===== src/rtl/uart_word_tx.sv =====
// uart_word_tx: shifts a latched 32-bit word out as four UART frames, LSB byte first.
// Latency: an accepted send (sampled at edge N) drops tx and raises busy at edge N+1;
//   done pulses and busy falls 40*CLKS_PER_BIT (44 with parity) cycles after that.
// Backpressure: none; send is only honoured in IDLE and is dropped while busy (no queuing).
//
// Ports:
//   clk         rising-edge system clock
//   rst         synchronous active-high reset, overrides everything
//   send        start request, sampled only in IDLE
//   data[31:0]  word to transmit, latched on the accepted send
//   busy        high while a word is on the wire
//   done        one-cycle pulse when the fourth stop bit completes
//   tx          registered serial line, idles high
//
// Build option: define UART_TX_PARITY_EN for 8E1 frames (even-parity bit after
// the data bits); left undefined the frames are 8N1 and no parity logic exists.

module uart_word_tx #(
  parameter int CLK_FREQ  = 50_000_000,
  parameter int BAUD_RATE = 115_200
) (
  input  logic        clk,
  input  logic        rst,
  input  logic        send,
  input  logic [31:0] data,
  output logic        busy,
  output logic        done,
  output logic        tx
);

  localparam int CLKS_PER_BIT = CLK_FREQ / BAUD_RATE;
  // Keep the timer at least one bit wide so the bad-config path still elaborates
  // far enough to report its own error.
  localparam int TMR_W = (CLKS_PER_BIT < 2) ? 1 : $clog2(CLKS_PER_BIT);
  localparam logic [TMR_W-1:0] TMR_LAST = TMR_W'(CLKS_PER_BIT - 1);

  generate
    if (CLKS_PER_BIT < 2) begin : g_bad_baud
      $error("uart_word_tx: CLK_FREQ / BAUD_RATE must be at least 2");
    end
  endgenerate

`ifdef UART_TX_PARITY_EN
  typedef enum logic [2:0] {
    ST_IDLE,
    ST_START,
    ST_DATA,
    ST_PARITY,
    ST_STOP
  } state_t;
`else
  typedef enum logic [1:0] {
    ST_IDLE,
    ST_START,
    ST_DATA,
    ST_STOP
  } state_t;
`endif

  state_t            state_q, state_d;
  logic [TMR_W-1:0]  timer_q, timer_d;
  logic [2:0]        bit_q,   bit_d;
  logic [1:0]        byte_q,  byte_d;
  logic [31:0]       shift_q, shift_d;
  logic              tx_q,    tx_d;
  logic              busy_q,  busy_d;
  logic              done_q,  done_d;
  logic              bit_end;

  // Bit-time boundary: the timer sits at its terminal count for the last
  // cycle of every bit.
  assign bit_end = (timer_q == TMR_LAST);

  // Next-state logic. The current byte always lives in shift_q[7:0]; the word
  // is shifted right by a byte after each stop bit.
  always_comb begin
    state_d = state_q;
    timer_d = timer_q;
    bit_d   = bit_q;
    byte_d  = byte_q;
    shift_d = shift_q;
    done_d  = 1'b0;

    if (state_q != ST_IDLE) begin
      timer_d = bit_end ? '0 : timer_q + TMR_W'(1);
    end

    case (state_q)
      ST_IDLE: begin
        if (send) begin
          shift_d = data;
          byte_d  = 2'd0;
          bit_d   = 3'd0;
          timer_d = '0;
          state_d = ST_START;
        end
      end

      ST_START: begin
        if (bit_end) begin
          state_d = ST_DATA;
        end
      end

      ST_DATA: begin
        if (bit_end) begin
          // 3-bit index wraps back to 0 after bit 7, ready for the next byte.
          bit_d = bit_q + 3'd1;
          if (bit_q == 3'd7) begin
`ifdef UART_TX_PARITY_EN
            state_d = ST_PARITY;
`else
            state_d = ST_STOP;
`endif
          end
        end
      end

`ifdef UART_TX_PARITY_EN
      ST_PARITY: begin
        if (bit_end) begin
          state_d = ST_STOP;
        end
      end
`endif

      ST_STOP: begin
        if (bit_end) begin
          if (byte_q == 2'd3) begin
            state_d = ST_IDLE;
            done_d  = 1'b1;
          end else begin
            byte_d  = byte_q + 2'd1;
            shift_d = {8'h00, shift_q[31:8]};
            state_d = ST_START;
          end
        end
      end

      default: begin
        state_d = ST_IDLE;
      end
    endcase
  end

  // Output decode from the *next* state so the registered outputs change on
  // the same edge as the state, with no extra cycle of line latency.
  always_comb begin
    tx_d   = 1'b1;
    busy_d = (state_d != ST_IDLE);
    case (state_d)
      ST_IDLE:   tx_d = 1'b1;
      ST_START:  tx_d = 1'b0;
      ST_DATA:   tx_d = shift_d[bit_d];
`ifdef UART_TX_PARITY_EN
      ST_PARITY: tx_d = ^shift_d[7:0];
`endif
      ST_STOP:   tx_d = 1'b1;
      default:   tx_d = 1'b1;
    endcase
  end

  always_ff @(posedge clk) begin
    if (rst) begin
      state_q <= ST_IDLE;
      timer_q <= '0;
      bit_q   <= 3'd0;
      byte_q  <= 2'd0;
      shift_q <= 32'd0;
      tx_q    <= 1'b1;
      busy_q  <= 1'b0;
      done_q  <= 1'b0;
    end else begin
      state_q <= state_d;
      timer_q <= timer_d;
      bit_q   <= bit_d;
      byte_q  <= byte_d;
      shift_q <= shift_d;
      tx_q    <= tx_d;
      busy_q  <= busy_d;
      done_q  <= done_d;
    end
  end

  assign tx   = tx_q;
  assign busy = busy_q;
  assign done = done_q;

endmodule


===== config.mk =====
export PLATFORM = sky130hd
export DESIGN_NAME = uart_word_tx
export DESIGN_NICKNAME = d
export VERILOG_FILES = /design/src/rtl/uart_word_tx.sv
export SDC_FILE = /design/constraint.sdc
export NUM_CORES = 1
export LEC_CHECK = 0
export CAP_MARGIN = 40
export CORE_MARGIN = 2
export CORE_UTILIZATION = 45
export CTS_CLUSTER_SIZE = 30
export DETAILED_ROUTE_END_ITERATION = 10
export DONT_BUFFER_PORTS = 1
export GPL_ROUTABILITY_DRIVEN = 0
export PLACE_DENSITY = 0.6
export SLEW_MARGIN = 15
export SYNTH_ARGS = -nofsm -noshare
export SYNTH_HDL_FRONTEND = slang
export SYNTH_SLANG_ARGS = --single-unit

===== constraint.sdc =====
create_clock -name clk -period 3.3 [get_ports clk]
set_input_delay 0.66 -clock clk [delete_from_list [all_inputs] [get_ports clk]]
set_output_delay 0.66 -clock clk [all_outputs]
set_load 0.01 [all_outputs]

==> flow_summary.yaml, run 1 <==
drt:
  first_iter_violations: 130
  drt-total-wl_um: 5590
  drc: 0
  vias: 2084
  ant_nets: 0
  wl_per_cell_um: 15.4
  viasPerCell: 5.76
  drt_pass1_iterations: 6
status:
  status: "finished, final reports clean"
cts:
  cts_resized: 0
  hold_buffers: 0
  cts_made_buffers: 5
  root_buffer: "clkbuf_8"
  clkSinkCount: 51
  clk_latency_ns: 0.31
  ctsHtreeMaxLevel: 2
  cts_post_setup_buffers_inserted: 0
  path_clk_slew_ns: 0.10
  cts_tree: "done"
  cts_max_path_buffers: 2
synth:
  syn_nets: 345
  synth_cell_type_count: 43
  synth_edf_count: 0
  synth.largest_area_cell: "dfxtp_1"
  synth_xor_xnor_area_share_pct: 0.355
  synth_area_sq_um: 2470
  syn_inst: 298
  async_reset_ff_share_pct: 0
  synthMuxAreaShare_pct: 2.28
  ys_ff_latch: 51
  ys_seq_area_share_pct: 41.4
  netlist_top_cells_area: "dfxtp_1, nand2_1, ha_1"
  synth-simple-area-share_pct: 25.8
  ys.flop_type: "dfxtp_1"
  yosysTopAreaCellShare_pct: 41.4
  synth-compound-area-share_pct: 19.7
  yosysWarnings: 0
  synth_top_family_by_area: "simple AND/OR/NAND/NOR gates"
  yosys.area_share.adder_pct: 6.09
  synth_area_per_cell_sq_um: 8.28
timing:
  slew_headroom_pct: 63.3
  grt_setup_unrepaired: "false"
  fin_crit_sh_pct: 86.6
  hold_viol: 0
  max_freq_mhz: 350
  min_period_ns: 2.86
  fin_worst_skew_ns: 0.00970
  max_slew.worst_pin.slew_ns: 0.548
  timing_max_transition_violations_final: 0
  setup_tns_ns: 0
  finalSetupViolCount: 0
  hold_ws_ns: 0.411
  layout_setup_ws_ns: 0.443
pwr:
  leakage_uw: 0.000962
  p_comb_share_pct: 16.1
  switching_share_pct: 27.8
  power.switching_uw: 399
  vdd_drop_max_v: 0.000271
  clkPwrFrac_pct: 36.8
  p_per_area_nw_per_um2: 543
  sequentialPowerShare_pct: 47.1
  intPower_uw: 1040
grt:
  grt_use_met3_pct: 3.33
  grt_pass1_vias: 1910
  gr-total-overflow: 0
  grt_max_degree: 52
  antenna_found_initial: 0
  grt_most_used_layer: "met2"
  grtUsageMet1_pct: 28.0
  track_usage_pct: 19.3
  grt_pass1_wl_um: 9420
  use_met2_pct: 29.3
final_layout:
  syn2layout_area_growth_pct: 7.30
  num-fill-cells: 526
  fin_nets: 338
  final_util_pct: 50.9
  final_cell_mix: "nand2_1, dfxtp_1, nor2_1, nand3_1, a21oi_1"
  diodes: 0
  drive_above_1_share_pct: 7.53
  layout_commonest_cell: "nand2_1"
floorplanning:
  design.die.area_sq_um: 6090
  die_y_um: 78.0
  die_x_um: 78.0
  ios: 38
  core_sq_um: 5200
  start_util_pct: 47.4
  rows: 26
flow_run:
  drv_cap: 0
worst_setup_path:
  critPathArrivalTime_ns: 3.08
  crit_slowest_cell: "or4b_4"
  critPathLaunchType: "register"
  cp.required_ns: 3.53
  path_cells: "or4b_4 -> or2_1 -> mux2i_1 -> a211oi_1 -> nor2_1 -> o32ai_1 -> inv_1 -> ha_1 -> o41ai_2"
  crit_path_end_kind: "register"
  crit_type: "reg2reg"
  critPathMaxStageDelay_ns: 0.59
  path_max_fanout: 10
place:
  hpwl_um: 3800
  port_buffers: 0
  dp_worst_setup_slack_ns: 0.478
worst_hold_path:
  hp-class: "in2reg"
## worst max-delay path, delay by kind of cell (launching register included)
family | cells | cell delay [ns]
adder cells (fa/ha/maj) | 1 | 0.24
flip-flops | 1 | 0.35
multiplexers | 1 | 0.19
buffers and inverters | 1 | 0.10
AND/OR/NAND/NOR | 3 | 1.07
AO/OA/AOI/OAI | 3 | 0.82
## sequential cells by signal, summed over array words and instances (netlist names)
register and cells:
shift_q 32, timer_q 9, bit_q 3, byte_q 2, state_q 2, busy 1
done 1, tx 1
## path summary, 6_finish.rpt
check,startpoint,to,slack [ns],depth (start not counted)
max,timer_q[2],tx,0.44,9
min,rst,timer_q[4],0.41,1
max reg2reg,timer_q[2],tx,0.44,9
min reg2reg,shift_q[29],shift_q[29],0.45,2
## layout make-up
class / count / area [sq um] / share of cell area (%)
inverter: 6 / 22.5 / 0.851
multi-input combinational: 222 / 1340 / 50.6
timing repair buffer: 5 / 37.5 / 1.42
clock inverter: 3 / 71.3 / 2.69
clock buffer: 5 / 68.8 / 2.60
sequential: 51 / 1020 / 38.6
tap: 70 / 87.6 / 3.31
## per-layer routing
metal,wire (um),vias to the layer above
met1,2750,973
met5,0,-
met2,2560,48
met4,51,0
li1,-,1057
met3,224,6
## cells by family (layout without fill, tap and decap cells)
kind of cell	count (synthesis)	after routing
fa+ha+maj	12	12
buf+inv	25	19
compound gates	71	71
mux	5	5
flops	51	51
xor+xnor	1	1
simple gates	133	133
## power groups by stage
stage               combinational, uW  clock, uW  sequential (uW)
global placement                  229          0              690
CTS                               233        544              677
finish                            231        529              677
floorplan                         196          0              684
global route                      263        564              681
detailed placement                232          0              690
## cells in the mapped netlist (3+ instances only)
| library cell | count |
|---|---|
| dfxtp_1 | 51 |
| a211oi_1 | 6 |
| nand3_1 | 27 |
| nor3_1 | 3 |
| clkbuf_1 | 15 |
| mux2i_1 | 3 |
| a21oi_1 | 21 |
| a31oi_1 | 17 |
| o21ai_0 | 7 |
| and3_1 | 5 |
| nand2_1 | 52 |
| inv_1 | 6 |
| nor3b_1 | 4 |
| a222oi_1 | 6 |
| nor2_1 | 29 |
| ha_1 | 12 |
## stage by stage
stage,cell area [sq um],std cells,power (uW)
floorplan,2470,298,880
global placement,2510,354,919
detailed placement,2510,354,922
CTS,2650,362,1450
global route,2650,362,1510
finish,2650,362,1440
Note: power is estimated with default switching activity, not from simulation.
==> inputs of run 2 (changes only) <==
--- a/config.mk
+++ b/config.mk
@@ -13,7 +13,8 @@
 export DONT_BUFFER_PORTS = 1
 export GPL_ROUTABILITY_DRIVEN = 0
 export PLACE_DENSITY = 0.6
-export SLEW_MARGIN = 15
+export SKIP_CTS_REPAIR_TIMING = 1
+export SLEW_MARGIN = 10
 export SYNTH_ARGS = -nofsm -noshare
 export SYNTH_HDL_FRONTEND = slang
 export SYNTH_SLANG_ARGS = --single-unit
==> constraint.sdc (replaced) <==
create_clock -name clk -period 2.94 [get_ports clk]
set_input_delay 0.588 -clock clk [delete_from_list [all_inputs] [get_ports clk]]
set_output_delay 0.588 -clock clk [all_outputs]
set_load 0.01 [all_outputs]
==> run 2 against run 1 <==
Against the previous run: combinational power up 13%; non-clock buffer count up 3; setup slack worse by 0.19 ns; maximum frequency up 6.4%; global-route usage up 0.18 points; register-to-register slack worse by 0.19 ns; core utilization down 0.58 points; sequential share of layout area up 0.44 points; wire length down 0.97%; first-iteration DRC count up 54%; critical path depth unchanged; largest power group unchanged.
==> flow_summary.yaml, run 2 (synthesis results as in run 1) <==
floorplanning:
  design.die.area_sq_um: 6090
  start_util_pct: 47.4
  ios: 38
  core_sq_um: 5200
  die_x_um: 78.0
  rows: 26
  die_y_um: 78.0
cts:
  ctsHtreeMaxLevel: 2
  clkSinkCount: 51
  clk_latency_ns: 0.31
  cts_made_buffers: 5
  root_buffer: "clkbuf_8"
  path_clk_slew_ns: 0.09
  cts_max_path_buffers: 2
  cts_tree: "done"
worst_setup_path:
  path_max_fanout: 5
  cp.required_ns: 3.16
  critPathLaunchType: "register"
  crit_path_end_kind: "register"
  critPathArrivalTime_ns: 2.91
  crit_type: "reg2reg"
grt:
  grt_use_met3_pct: 4.48
  grt_max_degree: 52
  grtUsageMet1_pct: 29.1
  use_met2_pct: 27.7
  gr-total-overflow: 0
  grt_most_used_layer: "met1"
  antenna_found_initial: 0
  track_usage_pct: 19.5
  grt_pass1_wl_um: 9520
  grt_pass1_vias: 1918
timing:
  slew_headroom_pct: 61.3
  hold_ws_ns: 0.336
  grt_setup_unrepaired: "false"
  setup_tns_ns: 0
  timing_max_transition_violations_final: 0
  max_freq_mhz: 372
  fin_crit_sh_pct: 91.4
  fin_worst_skew_ns: 0.00749
  layout_setup_ws_ns: 0.253
  max_slew.worst_pin.slew_ns: 0.577
  min_period_ns: 2.69
  finalSetupViolCount: 0
  hold_viol: 0
drt:
  viasPerCell: 5.73
  ant_nets: 0
  drt-total-wl_um: 5530
  drt_pass1_iterations: 4
  first_iter_violations: 200
  wl_per_cell_um: 15.2
  vias: 2087
  drc: 0
flow_run:
  drv_cap: 0
final_layout:
  diodes: 0
  seq_area_sq_um: 1020
  largest_register: "shift_q"
  drive_above_1_share_pct: 8.50
  layout_commonest_cell: "nand2_1"
  final_cell_mix: "nand2_1, dfxtp_1, nor2_1, nand3_1, a21oi_1"
  syn2layout_area_growth_pct: 6.09
  top_regs: "shift_q: 32 flops, timer_q: 9 flops, bit_q: 3 flops"
  multiInputGateArea_sq_um: 1340
  fin_nets: 341
  num-fill-cells: 522
  largest_reg_flops: 32
pwr:
  leakage_uw: 0.000950
  vdd_drop_max_v: 0.000293
  p_per_area_nw_per_um2: 542
  power_uw: 1420
place:
  dp_worst_setup_slack_ns: 0.165
  port_buffers: 0
  hpwl_um: 3800
status:
  status: "finished, final reports clean"
worst_hold_path:
  hp-class: "in2reg"
[run 2: cell types whose count changed in the layout (fill, tap and decap cells not counted)]
cell / delta
a22oi_1: -1
a22oi_2: +1
buf_4: +3
bufinv_16: -2
clkinv_2: +1
clkinv_4: +1
inv_8: -1
[run 2: path summary, 6_finish.rpt]
kind,startpoint,endpoint,slack (ns),cells after the start
worst max register to register,timer_q[2],tx,0.25,9
worst max-delay path,timer_q[2],tx,0.25,9
worst min-delay path,rst,timer_q[3],0.34,1
worst min register to register,shift_q[30],shift_q[30],0.45,2
[run 2: final cells by class]
cell class / instances / area share [%]
clock buffer: 5 / 2.63
sequential: 51 / 39.0
multi-input combinational: 222 / 51.3
inverter: 6 / 0.860
timing repair buffer: 8 / 2.29
tap: 70 / 3.35
clock inverter: 2 / 0.526
[run 2: critical path, stage by stage, from the launching register on]
cell and delay (ns):
dfxtp_1 0.35, or4b_4 0.59, or2_1 0.28, mux2i_1 0.14, a211oi_1 0.23, nor2_1 0.06, o32ai_1 0.29, inv_1 0.09
ha_1 0.25, o41ai_2 0.33
[run 2: power by group]
group	internal, uW	leakage (uW)	switching (uW)
clock	163	0.0000440	235
sequential	733	0.000414	26.3
combinational	88.8	0.000492	173
[run 2: metal layers]
metal / vias up / share of wire, %
met4: 0 / 1.3
met3: 7 / 4.9
met5: - / 0
li1: 1061 / -
met1: 973 / 51
met2: 46 / 43
[run 2: stage by stage]
step | cell area (sq um) | util (%) | instances
4_1_cts | 2610 | 50.2 | 364
5_1_grt | 2620 | 50.3 | 364
3_3_place_gp | 2530 | 48.6 | 357
6_report | 2620 | 50.3 | 364
2_1_floorplan | 2470 | - | 298
3_5_place_dp | 2530 | 48.6 | 357
==> inputs of run 3 (changes only) <==
--- a/config.mk
+++ b/config.mk
@@ -13,6 +13,7 @@
 export DONT_BUFFER_PORTS = 1
 export GPL_ROUTABILITY_DRIVEN = 0
 export PLACE_DENSITY = 0.6
+export SETUP_SLACK_MARGIN = 0.3
 export SKIP_CTS_REPAIR_TIMING = 1
 export SLEW_MARGIN = 10
 export SYNTH_ARGS = -nofsm -noshare
==> run 3 against run 2 <==
Against the previous run: register-to-register slack improved by 0.14 ns; clock-buffer cell count unchanged; maximum frequency increased by 5.5%; non-clock buffer count increased by 6.
==> flow_summary.yaml, run 3 (synthesis results as in run 1) <==
floorplanning:
  start_util_pct: 47.4
  die_x_um: 78.0
  rows: 26
  core_sq_um: 5200
  design.die.area_sq_um: 6090
  die_y_um: 78.0
  ios: 38
worst_setup_path:
  rr_worst_depth: 8
  r2r-end: "tx"
  cp_top_family: "simple AND/OR/NAND/NOR gates"
  crit_slowest_cell: "or4b_4"
  path_cells: "or4b_4 -> or2_1 -> buf_4 -> mux2_4 -> a22o_4 -> o31ai_1 -> a31oi_1 -> o41ai_2"
  crit_path_end_kind: "register"
  critPathArrivalTime_ns: 2.77
  r2r-start: "timer_q[6]"
  cp.required_ns: 3.16
  critPathMaxStageDelay_ns: 0.59
  path_max_fanout: 9
  critPathLaunchType: "register"
  r2r_slack_ns: 0.39
  crit_type: "reg2reg"
  path_buf_inv: 1
drt:
  ant_nets: 0
  drt_pass1_iterations: 4
  viasPerCell: 5.72
  first_iter_violations: 230
  drc: 0
  wl_per_cell_um: 15.1
  vias: 2115
  drt-total-wl_um: 5590
grt:
  grt_max_degree: 52
  grt_pass1_wl_um: 9520
  grtUsageMet1_pct: 29.1
  grt_use_met3_pct: 4.48
  antenna_found_initial: 0
  grt_most_used_layer: "met1"
  use_met2_pct: 27.7
  gr-total-overflow: 0
  track_usage_pct: 19.5
  grt_pass1_vias: 1918
final_layout:
  layout_commonest_cell: "nand2_1"
  diodes: 0
  stdcell_area_sq_um: 2690
  syn2layout_area_growth_pct: 9.08
  largest_reg_flops: 32
  top_regs: "shift_q: 32 flops, timer_q: 9 flops, bit_q: 3 flops"
  num-fill-cells: 524
  largest_register: "shift_q"
  final_cell_mix: "nand2_1, dfxtp_1, nor2_1, nand3_1, a21oi_1"
  fin_nets: 347
  final_util_pct: 51.7
  drive_above_1_share_pct: 13.0
worst_hold_path:
  hp-class: "in2reg"
  min_path_cells: 1
  hold_end: "timer_q[3]"
  min-delay-start: "rst"
timing:
  hold_ws_ns: 0.329
  min_period_ns: 2.55
  finalSetupViolCount: 0
  slew_headroom_pct: 71.9
  fin_worst_skew_ns: 0.00688
  max_freq_mhz: 393
  setup_tns_ns: 0
  hold_viol: 0
  max_slew.worst_pin.slew_ns: 0.418
  timing_max_transition_violations_final: 0
  grt_setup_unrepaired: "false"
  fin_crit_sh_pct: 86.6
status:
  status: "finished, final reports clean"
cts:
  cts_tree: "done"
  clkSinkCount: 51
  cts_made_buffers: 5
  clk_latency_ns: 0.31
  root_buffer: "clkbuf_8"
  cts_max_path_buffers: 2
  ctsHtreeMaxLevel: 2
  path_clk_slew_ns: 0.09
pwr:
  leakage_uw: 0.000980
  p_per_area_nw_per_um2: 532
  power_uw: 1430
  vdd_drop_max_v: 0.000292
place:
  hpwl_um: 3800
  placed_area_sq_um: 2530
  port_buffers: 0
flow_run:
  drv_cap: 0
run 3: cell types whose count changed in the layout (fill, tap and decap cells not counted), moves of 2 or more:
cell     previous run  this run
ha_2                0         2
buf_4               8        14
dfxtp_1            51        49
ha_1               12        10
dfxtp_2             0         2
run 3: routing by layer:
layer  wire, um  up-vias
met2       2460       44
met3        302        7
li1           -     1070
met5          0        -
met4         72        0
met1       2760      994
run 3: how the worst max path moves through the flow:
stage	from	endpoint	slack (ns)	depth (start not counted)
floorplan	timer_q[2]	tx	0.33	10
global placement	timer_q[2]	tx	0.33	9
detailed placement	timer_q[2]	tx	0.17	7
CTS	timer_q[2]	tx	0.15	7
global route	timer_q[6]	tx	0.29	10
finish	timer_q[6]	tx	0.39	8
run 3: layout make-up:
type | count | area [sq um] | area share (%)
clock buffers | 5 | 68.8 | 2.56
clock inverters | 2 | 13.8 | 0.511
inverters | 6 | 22.5 | 0.837
multi-input cells | 222 | 1370 | 50.9
flip-flops and latches | 51 | 1020 | 38.0
well taps | 70 | 87.6 | 3.25
repair buffers | 14 | 105 | 3.91
run 3: metrics by stage:
stage,setup WS (ns),cells
floorplan,0.331,298
global placement,0.327,357
detailed placement,0.165,357
CTS,0.146,364
global route,0.289,370
finish,0.393,370
run 3: power by group:
part	internal, uW	switching (uW)
Combinational	100	176
Clock	163	233
Sequential	733	26.8
